<file path="config.mk">
export PLATFORM = sky130hd
export DESIGN_NAME = cpu_sequencer
export DESIGN_NICKNAME = d
export VERILOG_FILES = /design/src/rtl/cpu_sequencer.sv
export SDC_FILE = /design/constraint.sdc
export NUM_CORES = 1
export LEC_CHECK = 0
export ABC_AREA = 1
export CAP_MARGIN = 20
export CORE_ASPECT_RATIO = 1.4
export CORE_MARGIN = 3
export CORE_UTILIZATION = 35
export CTS_BUF_LIST = sky130_fd_sc_hd__clkbuf_4
export DETAILED_ROUTE_END_ITERATION = 10
export HOLD_SLACK_MARGIN = 0.06
export PLACE_DENSITY = 0.68
export SYNTH_ARGS = -nofsm -noshare
export SYNTH_HDL_FRONTEND = slang
export SYNTH_SLANG_ARGS = --single-unit
</file>
<file path="constraint.sdc">
create_clock -name clk -period 1.4 [get_ports clk]
set_clock_uncertainty 0.1 [all_clocks]
set_input_delay 0.28 -clock clk [delete_from_list [all_inputs] [get_ports clk]]
set_output_delay 0.28 -clock clk [all_outputs]
set_load 0.005 [all_outputs]
</file>
<file path="src/rtl/cpu_sequencer.sv">
// cpu_sequencer: fetch/execute controller for the accumulator CPU.
//   Fetches a 16-bit instruction from the ROM, evaluates its conditional
//   execute bits against FLAG, drives the shared ALU and writes the result
//   back to ACC and/or ANS. Every instruction takes FETCH, WAIT, EXEC
//   (3 cycles). All architectural state (pc, acc, ans, flag, instr) lives here.
// Ports:
//   clk, rst_n             clock, synchronous active-low reset
//   start                  run pulse, honoured only in IDLE or HALT
//   rom_addr/rom_en/rom_data  ROM read port (data valid one cycle after rom_en)
//   alu_a/alu_b/alu_op     ALU operands (acc, immediate) and op select
//   alu_o/alu_flag         combinational ALU result and flag
//   acc/ans/flag/pc        architectural state
//   busy/halted/retired    status; retired pulses once per instruction in EXEC
module cpu_sequencer #(
    parameter int ROM_SIZE  = 8,
    parameter int WORD_SIZE = 8,
    localparam int PCW = (ROM_SIZE > 1) ? $clog2(ROM_SIZE) : 1
) (
    input  logic                 clk,
    input  logic                 rst_n,
    input  logic                 start,
    output logic [PCW-1:0]       rom_addr,
    output logic                 rom_en,
    input  logic [15:0]          rom_data,
    output logic [WORD_SIZE-1:0] alu_a,
    output logic [WORD_SIZE-1:0] alu_b,
    output logic [1:0]           alu_op,
    input  logic [WORD_SIZE-1:0] alu_o,
    input  logic                 alu_flag,
    output logic [WORD_SIZE-1:0] acc,
    output logic [WORD_SIZE-1:0] ans,
    output logic                 flag,
    output logic [PCW-1:0]       pc,
    output logic                 busy,
    output logic                 halted,
    output logic                 retired
);

    typedef enum logic [2:0] {
        S_IDLE, S_FETCH, S_WAIT, S_EXEC, S_HALT
    } state_t;

    localparam logic [1:0] OP_HALT = 2'd3;

    state_t               state_q, state_d;
    logic [PCW-1:0]       pc_q, pc_d;
    logic [WORD_SIZE-1:0] acc_q, acc_d;
    logic [WORD_SIZE-1:0] ans_q, ans_d;
    logic                 flag_q, flag_d;
    logic [15:0]          instr_q, instr_d;

    // Instruction fields
    logic       exec_if_flag, exec_if_not_flag, flag_set, exe;
    logic [1:0] op, wb;
    logic       instr_unused;
    logic [PCW-1:0] pc_inc;

    assign exec_if_flag     = instr_q[15];
    assign exec_if_not_flag = instr_q[14];
    assign flag_set         = instr_q[13];
    assign op               = instr_q[12:11];
    assign wb               = instr_q[10:9];
    assign instr_unused     = instr_q[8];

    // Both condition bits set can never be satisfied.
    assign exe = !(exec_if_flag && !flag_q) && !(exec_if_not_flag && flag_q);

    // Explicit wrap so a non power-of-two ROM_SIZE still wraps correctly.
    assign pc_inc = (pc_q == PCW'(ROM_SIZE - 1)) ? '0 : pc_q + PCW'(1);

    // State register
    always_ff @(posedge clk) begin
        if (!rst_n) begin
            state_q <= S_IDLE;
            pc_q    <= '0;
            acc_q   <= '0;
            ans_q   <= '0;
            flag_q  <= 1'b0;
            instr_q <= '0;
        end else begin
            state_q <= state_d;
            pc_q    <= pc_d;
            acc_q   <= acc_d;
            ans_q   <= ans_d;
            flag_q  <= flag_d;
            instr_q <= instr_d;
        end
    end

    // Next state and architectural updates
    always_comb begin
        state_d = state_q;
        pc_d    = pc_q;
        acc_d   = acc_q;
        ans_d   = ans_q;
        flag_d  = flag_q;
        instr_d = instr_q;
        case (state_q)
            S_IDLE, S_HALT: if (start) state_d = S_FETCH;
            S_FETCH:        state_d = S_WAIT;
            S_WAIT: begin
                instr_d = rom_data;
                state_d = S_EXEC;
            end
            S_EXEC: begin
                state_d = S_FETCH;
                pc_d    = pc_inc;   // skipped and HALT instructions advance too
                if (exe) begin
                    if (op == OP_HALT) begin
                        state_d = S_HALT;
                    end else begin
                        // ALU sees old acc this cycle; new value lands at the edge.
                        if (wb[0])    acc_d  = alu_o;
                        if (wb[1])    ans_d  = alu_o;
                        if (flag_set) flag_d = alu_flag;
                    end
                end
            end
            default: state_d = S_IDLE;
        endcase
    end

    // Outputs
    always_comb begin
        rom_en  = (state_q == S_FETCH);
        busy    = (state_q == S_FETCH) || (state_q == S_WAIT) || (state_q == S_EXEC);
        halted  = (state_q == S_HALT);
        retired = (state_q == S_EXEC);
    end

    assign rom_addr = pc_q;
    assign pc       = pc_q;
    assign acc      = acc_q;
    assign ans      = ans_q;
    assign flag     = flag_q;
    assign alu_a    = acc_q;
    assign alu_b    = WORD_SIZE'(instr_q[7:0]);
    assign alu_op   = op;

endmodule

</file>
==> metrics, run 1 <==
run status=finished with violations; violated checks=negative setup slack; switching share of total power=between 20% and 30%; pin count of the biggest net entering global routing=32; TritonCTS Buffers=5; worst setup path category=flop to flop; wire length on met1=1680 um; fraction of layout cells with a size suffix above 1=35.7%; Final Max Tran Viols=0; CP max FO=5; DR WL met2=2270 um; relative slew slack=83.6%; worst slew pin tran=between 0.2 and 0.25 ns; core area=between 4000 and 5000 sq um; vias in the first global route=1619; crit path max-delay cell type=dfxtp_4; num rows=29; Post-synth top cells=dfxtp_1, nor2_1, inv_1; worst skew pair latency=0.33 ns; # port buffers=71; Largest stage delay, worst path=0.36 ns; most common flop cell mapped by yosys=dfxtp_1; Netlist cell types=22; XOR/XNOR Fraction of Synth Area=0%; Area after DPL=2490 sq um; GRT Total Usage=15.1%; H-tree Lvls=2; first-pass GRT wire length=7070 um; internal power=0.00163 W; WP data arrival=1.63 ns; maximum VDD drop=around 0.57 mV; Worst setup endpoint=ans[3]$_SDFFE_PN0P_; gr ovfl total=0; most used cell along the critical path=buf_6; Clk pwr share=about 25%; post-synthesis adder-cell area fraction=approximately 1.4%; combinational family with the most area after synthesis=simple AND/OR/NAND/NOR gates; highest metal used=met4; DRC violations left=0; area grow syn2layout=62.7%; Diodes inserted=0; top-area cell type share of the netlist area=between 40 and 50%; Pleak=1.35 nW; Die Width=65.9 um; Clock Path Buffers=2; met3 WL post-DR=376 um; Tcrit/Tclk final=107%; worst reg2reg path depth=10; HPWL Detailed=2850 um; RSZ-0062 raised after global routing=yes; drt first pass iters=4; CP endpoint kind=flop; antenna violations before repair=0; synthesized instance count=between 200 and 250; CTS tree=done; hold crit path type=flop to flop; multiplexer area fraction after synthesis=0%; number of vias per cell=4.47; PwrDens=about 770 nW/um^2; Mean Syn Cell Area=7.45 sq um; Die H=89.9 um; fill cell count=between 400 and 500; FF-to-FF Start=state_q[2]$_SDFFE_PN0P_; post-synth top area cell=dfxtp_1; vias=approximately 1700; Seq/Total Area, Yosys=around 43%; setup ws final=-0.0959 ns; reg2reg setup slack=-0.1 ns; Synth Area in Compound Gates=approximately 12%; Die ar.=5930 sq um; Achievable Freq=between 600 and 700 MHz; fraction of registers with async set/reset=0%; number of max-cap violations=0; Starting Density=37.6%; final WL=4390 um; Clock Pin Slew Worst Setup and Hold Paths=0.11 ns; Ys Warns=0; Net Switching=0.000582 W; Fin. Hold Viols=0; EDFF count, synth=0; Avg WL per Cell=11.3 um; register bit total from synthesis=38; Final Cell Area=2860 sq um; Root Driver=clkbuf_4; worst path cell trace=buf_6, inv_6, buf_6, nand3_4, nor2_4, buf_6, buf_16, nand3_2, nand2_1, nor2_1; ANT nets after route=0; Worst Setup SP=state_q[2]$_SDFFE_PN0P_; # setup viols final=15; syn nets=approximately 270; pre-CTS WS=-0.133 ns; dominant cells by area after synthesis=dfxtp_1, buf_4, nor2_1; final net count=355; Initial DRC Count=65; clk sink count=38; Ports=73; FF-to-FF End=ans[3]$_SDFFE_PN0P_; Syn Std Cell Area=1760 sq um; Seq pwr share=52.7%; Hold Buf Count CTS=0; RePlAce Congestion=between 0.7 and 0.8; min Tclk post-route=approximately 1.5 ns; CP startpoint kind=flop; Post-Synth Simple-Gate Area=25.0%; Comb pwr share=approximately 22%; Worst EP required=1.54 ns
area by class of cell:
type	instances	area (sq um)	area share, %
inverter	31	121	4.24
timing repair buffer	111	1030	36.0
sequential	38	798	27.9
tap	62	77.6	2.71
clock buffer	7	52.6	1.84
multi-input combinational	138	782	27.3
cells by family (layout without fill, tap and decap cells):
kind of cell,Yosys count,in the layout
and+or+nand+nor,94,94
adders and majority gates,2,2
AOI/OAI and AO/OA,42,42
DFF,38,38
buffers and inverters,60,149
how the worst min path moves through the flow:
stage / cells after the start / to / slack, ns / startpoint
2_1_floorplan: 2 / instr_q[0]$_SDFFE_PN0P_ / 0.32 / instr_q[0]$_SDFFE_PN0P_
3_3_place_gp: 2 / instr_q[2]$_SDFFE_PN0P_ / 0.33 / instr_q[2]$_SDFFE_PN0P_
3_5_place_dp: 2 / instr_q[6]$_SDFFE_PN0P_ / 0.34 / instr_q[6]$_SDFFE_PN0P_
4_1_cts: 2 / instr_q[6]$_SDFFE_PN0P_ / 0.35 / instr_q[6]$_SDFFE_PN0P_
5_1_grt: 2 / instr_q[6]$_SDFFE_PN0P_ / 0.37 / instr_q[6]$_SDFFE_PN0P_
6_report: 2 / instr_q[0]$_SDFFE_PN0P_ / 0.35 / instr_q[0]$_SDFFE_PN0P_
critical path, delay by kind of cell (launching register included):
kind,cells,cell delay [ns]
AND/OR/NAND/NOR,5,0.44
flip-flops,1,0.36
buffers and inverters,5,0.53
sequential cells by signal, indices dropped and copies added (netlist names):
signal / cells
acc: 8
ans: 8
flag: 1
instr_q: 15
pc: 3
state_q: 3
layer usage:
metal,vias to the layer above,global-route usage [%]
met1,763,16.8
li1,900,-
met5,-,0
met2,60,26.4
met4,0,4.67
met3,5,5.11
through the flow:
stage               total power, W  hold slack [ns]  setup TNS (ns)  utilization (%)  std cells
floorplan                  0.00142            0.323               0                -        236
global placement           0.00162            0.329          -0.885             53.1        354
detailed placement         0.00162            0.337           -1.18             53.1        354
CTS                        0.00222            0.351           -1.95             59.3        383
global route               0.00235            0.371           -2.97             61.2        387
finish                     0.00222            0.345          -0.990             61.2        387
cells in the final DEF, fill, tap and decap left out, types with 7 or more instances in the layout:
| cell type | instances |
|---|---|
| nor2_1 | 38 |
| dlygate4sd2_1 | 32 |
| inv_1 | 28 |
| dfxtp_2 | 27 |
| clkdlybuf4s50_1 | 26 |
| buf_4 | 26 |
| a21oi_1 | 21 |
| nand2_1 | 20 |
| o21ai_0 | 17 |
| nand3_1 | 13 |
| dfxtp_1 | 10 |
| clkbuf_2 | 9 |
| nand3_2 | 8 |
| buf_6 | 8 |
| clkbuf_4 | 7 |
power by group through the flow:
stage / clock network (W) / registers (W) / logic, W
finish: 0.000560 / 0.00117 / 0.000488
global route: 0.000636 / 0.00118 / 0.000538
CTS: 0.000585 / 0.00117 / 0.000463
detailed placement: 0 / 0.00120 / 0.000429
global placement: 0 / 0.00119 / 0.000423
floorplan: 0 / 0.00119 / 0.000230
timing repair:
item / CTS / global route
pin swaps: 6 / 12
endpoints found under the setup margin: 47 / 34
gates cloned: 2 / 1
resized for setup: 108 / 32
buffers inserted: 20 / 3
Note: power is estimated with default switching activity, not from simulation.
==> inputs of run 2 (changes only) <==
==> constraint.sdc (replaced) <==
create_clock -name clk -period 1.9 [get_ports clk]
set_clock_uncertainty 0.1 [all_clocks]
set_input_delay 0.38 -clock clk [delete_from_list [all_inputs] [get_ports clk]]
set_output_delay 0.38 -clock clk [all_outputs]
set_load 0.005 [all_outputs]
==> metrics, run 2 (same netlist as run 1, synthesis figures left out) <==
run status=finished, final reports clean (was finished with violations); most common cell after layout, fill and taps aside=clkdlybuf4s50_1 (was nor2_1); crit path max-delay cell type=clkdlybuf4s50_1 (was dfxtp_4); pre-CTS WS=0.247 ns (was -0.133 ns); DRC violations left=0 (unchanged); vias=1576 (was 1728); H-tree Lvls=2 (unchanged); Hold Buf Count CTS=0 (unchanged); fraction of layout cells with a size suffix above 1=10.7% (was 35.7%); worst path bufs/invs=1 (was 5); clk sink count=38 (unchanged); hold crit path type=flop to flop (unchanged); HPWL Detailed=2790 um (was 2850 um); Final Max Tran Viols=0 (unchanged); # setup viols final=0 (was 15); Die Width=65.9 um (unchanged); Achievable Freq=571 MHz; TritonCTS Buffers=5 (unchanged); Core Util, Final=52.9% (was 61.2%); num rows=29 (unchanged); number of max-cap violations=0 (unchanged); CTS tree=done (unchanged); Largest stage delay, worst path=0.53 ns (was 0.36 ns); CP delay by family, top=buffers and inverters (unchanged); setup TNS=0 ns (was -0.990 ns); Die ar.=5930 sq um (unchanged); Starting Density=37.6% (unchanged); Clock Path Buffers=2 (unchanged); min Tclk post-route=1.75 ns; ANT nets after route=0 (unchanged); vias in the first global route=1436 (was 1619); # port buffers=71 (unchanged); Final Total Pwr=0.00156 W (was 0.00222 W); Diodes inserted=0 (unchanged); worst setup path category=flop to output port (was flop to flop); Ports=73 (unchanged); Pleak=0.996 nW (was 1.35 nW); CP endpoint kind=output port (was flop); final WL=3640 um (was 4390 um); Tcrit/Tclk final=between 90 and 100%; number of vias per cell=4.46 (was 4.47); pin count of the biggest net entering global routing=32 (unchanged); CP max FO=5 (unchanged); CP startpoint kind=flop (unchanged); Biggest register=instr_q (unchanged); worst slew pin tran=0.384 ns (was 0.245 ns); Die H=89.9 um (unchanged); area grow syn2layout=40.7% (was 62.7%); most frequent cells in the layout=clkdlybuf4s50_1, nor2_1, dfxtp_1 (was nor2_1, dlygate4sd2_1, inv_1); worst skew pair latency=0.34 ns (was 0.33 ns); maximum VDD drop=0.452 mV (was 0.566 mV); final net count=321 (was 355); Initial DRC Count=41 (was 65); worst path cell trace=clkdlybuf4s50_1 (was buf_6, inv_6, buf_6, nand3_4, nor2_4, buf_6, buf_16, nand3_2, nand2_1, nor2_1); Clock Pin Slew Worst Setup and Hold Paths=0.10 ns (was 0.11 ns); antenna violations before repair=0 (unchanged); RePlAce Congestion=0.780 (was 0.773); GRT Total Usage=13.5% (was 15.1%); fill cell count=454 (was 432); first-pass GRT wire length=6310 um (was 7070 um); Worst EP required=1.42 ns (was 1.54 ns); drt first pass iters=4 (unchanged); WP data arrival=1.27 ns (was 1.63 ns); relative slew slack=74.4% (was 83.6%); setup ws final=0.147 ns (was -0.0959 ns); Avg WL per Cell=10.3 um (was 11.3 um); Fin. Hold Viols=0 (unchanged); core area=4680 sq um (unchanged); PwrDens=632 nW/um^2 (was 774 nW/um^2); max FFs per register=15 (unchanged); RSZ-0062 raised after global routing=no (was yes); Root Driver=clkbuf_4 (unchanged); gr ovfl total=0 (unchanged)
==> run 2: cell count changes in the layout (fill, tap and decap cells not counted), sizes merged <==
cell,previous run,this run
dlygate4sd2,32,3
clkdlybuf4s50,26,67
dlymetal6s2s,0,1
buf,43,6
clkbuf,17,7
==> run 2: repair_timing <==
action | 4_1_cts | 5_1_grt
setup buffers | 2 | 1
pin swaps | 0 | 0
endpoints found under the setup margin | 4 | 1
cloned | 0 | 0
gates resized for setup | 14 | 1
==> run 2: area by class of cell <==
| class | instances | area, sq um | share of cell area (%) |
|---|---|---|---|
| Multi-Input combinational cell | 138 | 687 | 27.8 |
| Clock buffer | 7 | 52.6 | 2.12 |
| Inverter | 31 | 119 | 4.80 |
| Sequential cell | 38 | 772 | 31.2 |
| Timing Repair Buffer | 77 | 767 | 31.0 |
| Tap cell | 62 | 77.6 | 3.13 |
==> run 2: worst paths after layout <==
kind                      startpoint                       to  slack [ns]  depth (start not counted)
max               pc[0]$_SDFFE_PN0P_              rom_addr[0]        0.15                          1
min          instr_q[7]$_SDFFE_PN0P_  instr_q[7]$_SDFFE_PN0P_        0.35                          2
max reg2reg  state_q[0]$_SDFFE_PN0P_      acc[4]$_SDFFE_PN0P_        0.49                          6
min reg2reg  instr_q[7]$_SDFFE_PN0P_  instr_q[7]$_SDFFE_PN0P_        0.35                          2
==> run 2: metal layers <==
layer | up-vias | GRT usage, % | part of all wire (%)
li1 | 832 | - | -
met4 | 0 | 5.19 | 1.7
met2 | 62 | 21.7 | 48
met5 | - | 0 | 0
met3 | 7 | 5.36 | 9.3
met1 | 675 | 15.7 | 41
==> run 2: report_power, final <==
group / switching, W / leakage (nW) / total, W / internal [W]
logic: 0.000129 / 0.653 / 0.000288 / 0.000159
registers: 0.0000259 / 0.311 / 0.000863 / 0.000837
clock network: 0.000244 / 0.0322 / 0.000412 / 0.000168
total: 0.000399 / 0.996 / 0.00156 / 0.00116
==> run 2: metrics by stage <==
stage	cells	area, sq um	hold WS, ns
2_1_floorplan	236	1760	0.323
3_3_place_gp	343	2380	0.329
3_5_place_dp	343	2380	0.336
4_1_cts	352	2460	0.352
5_1_grt	353	2470	0.368
6_report	353	2470	0.347
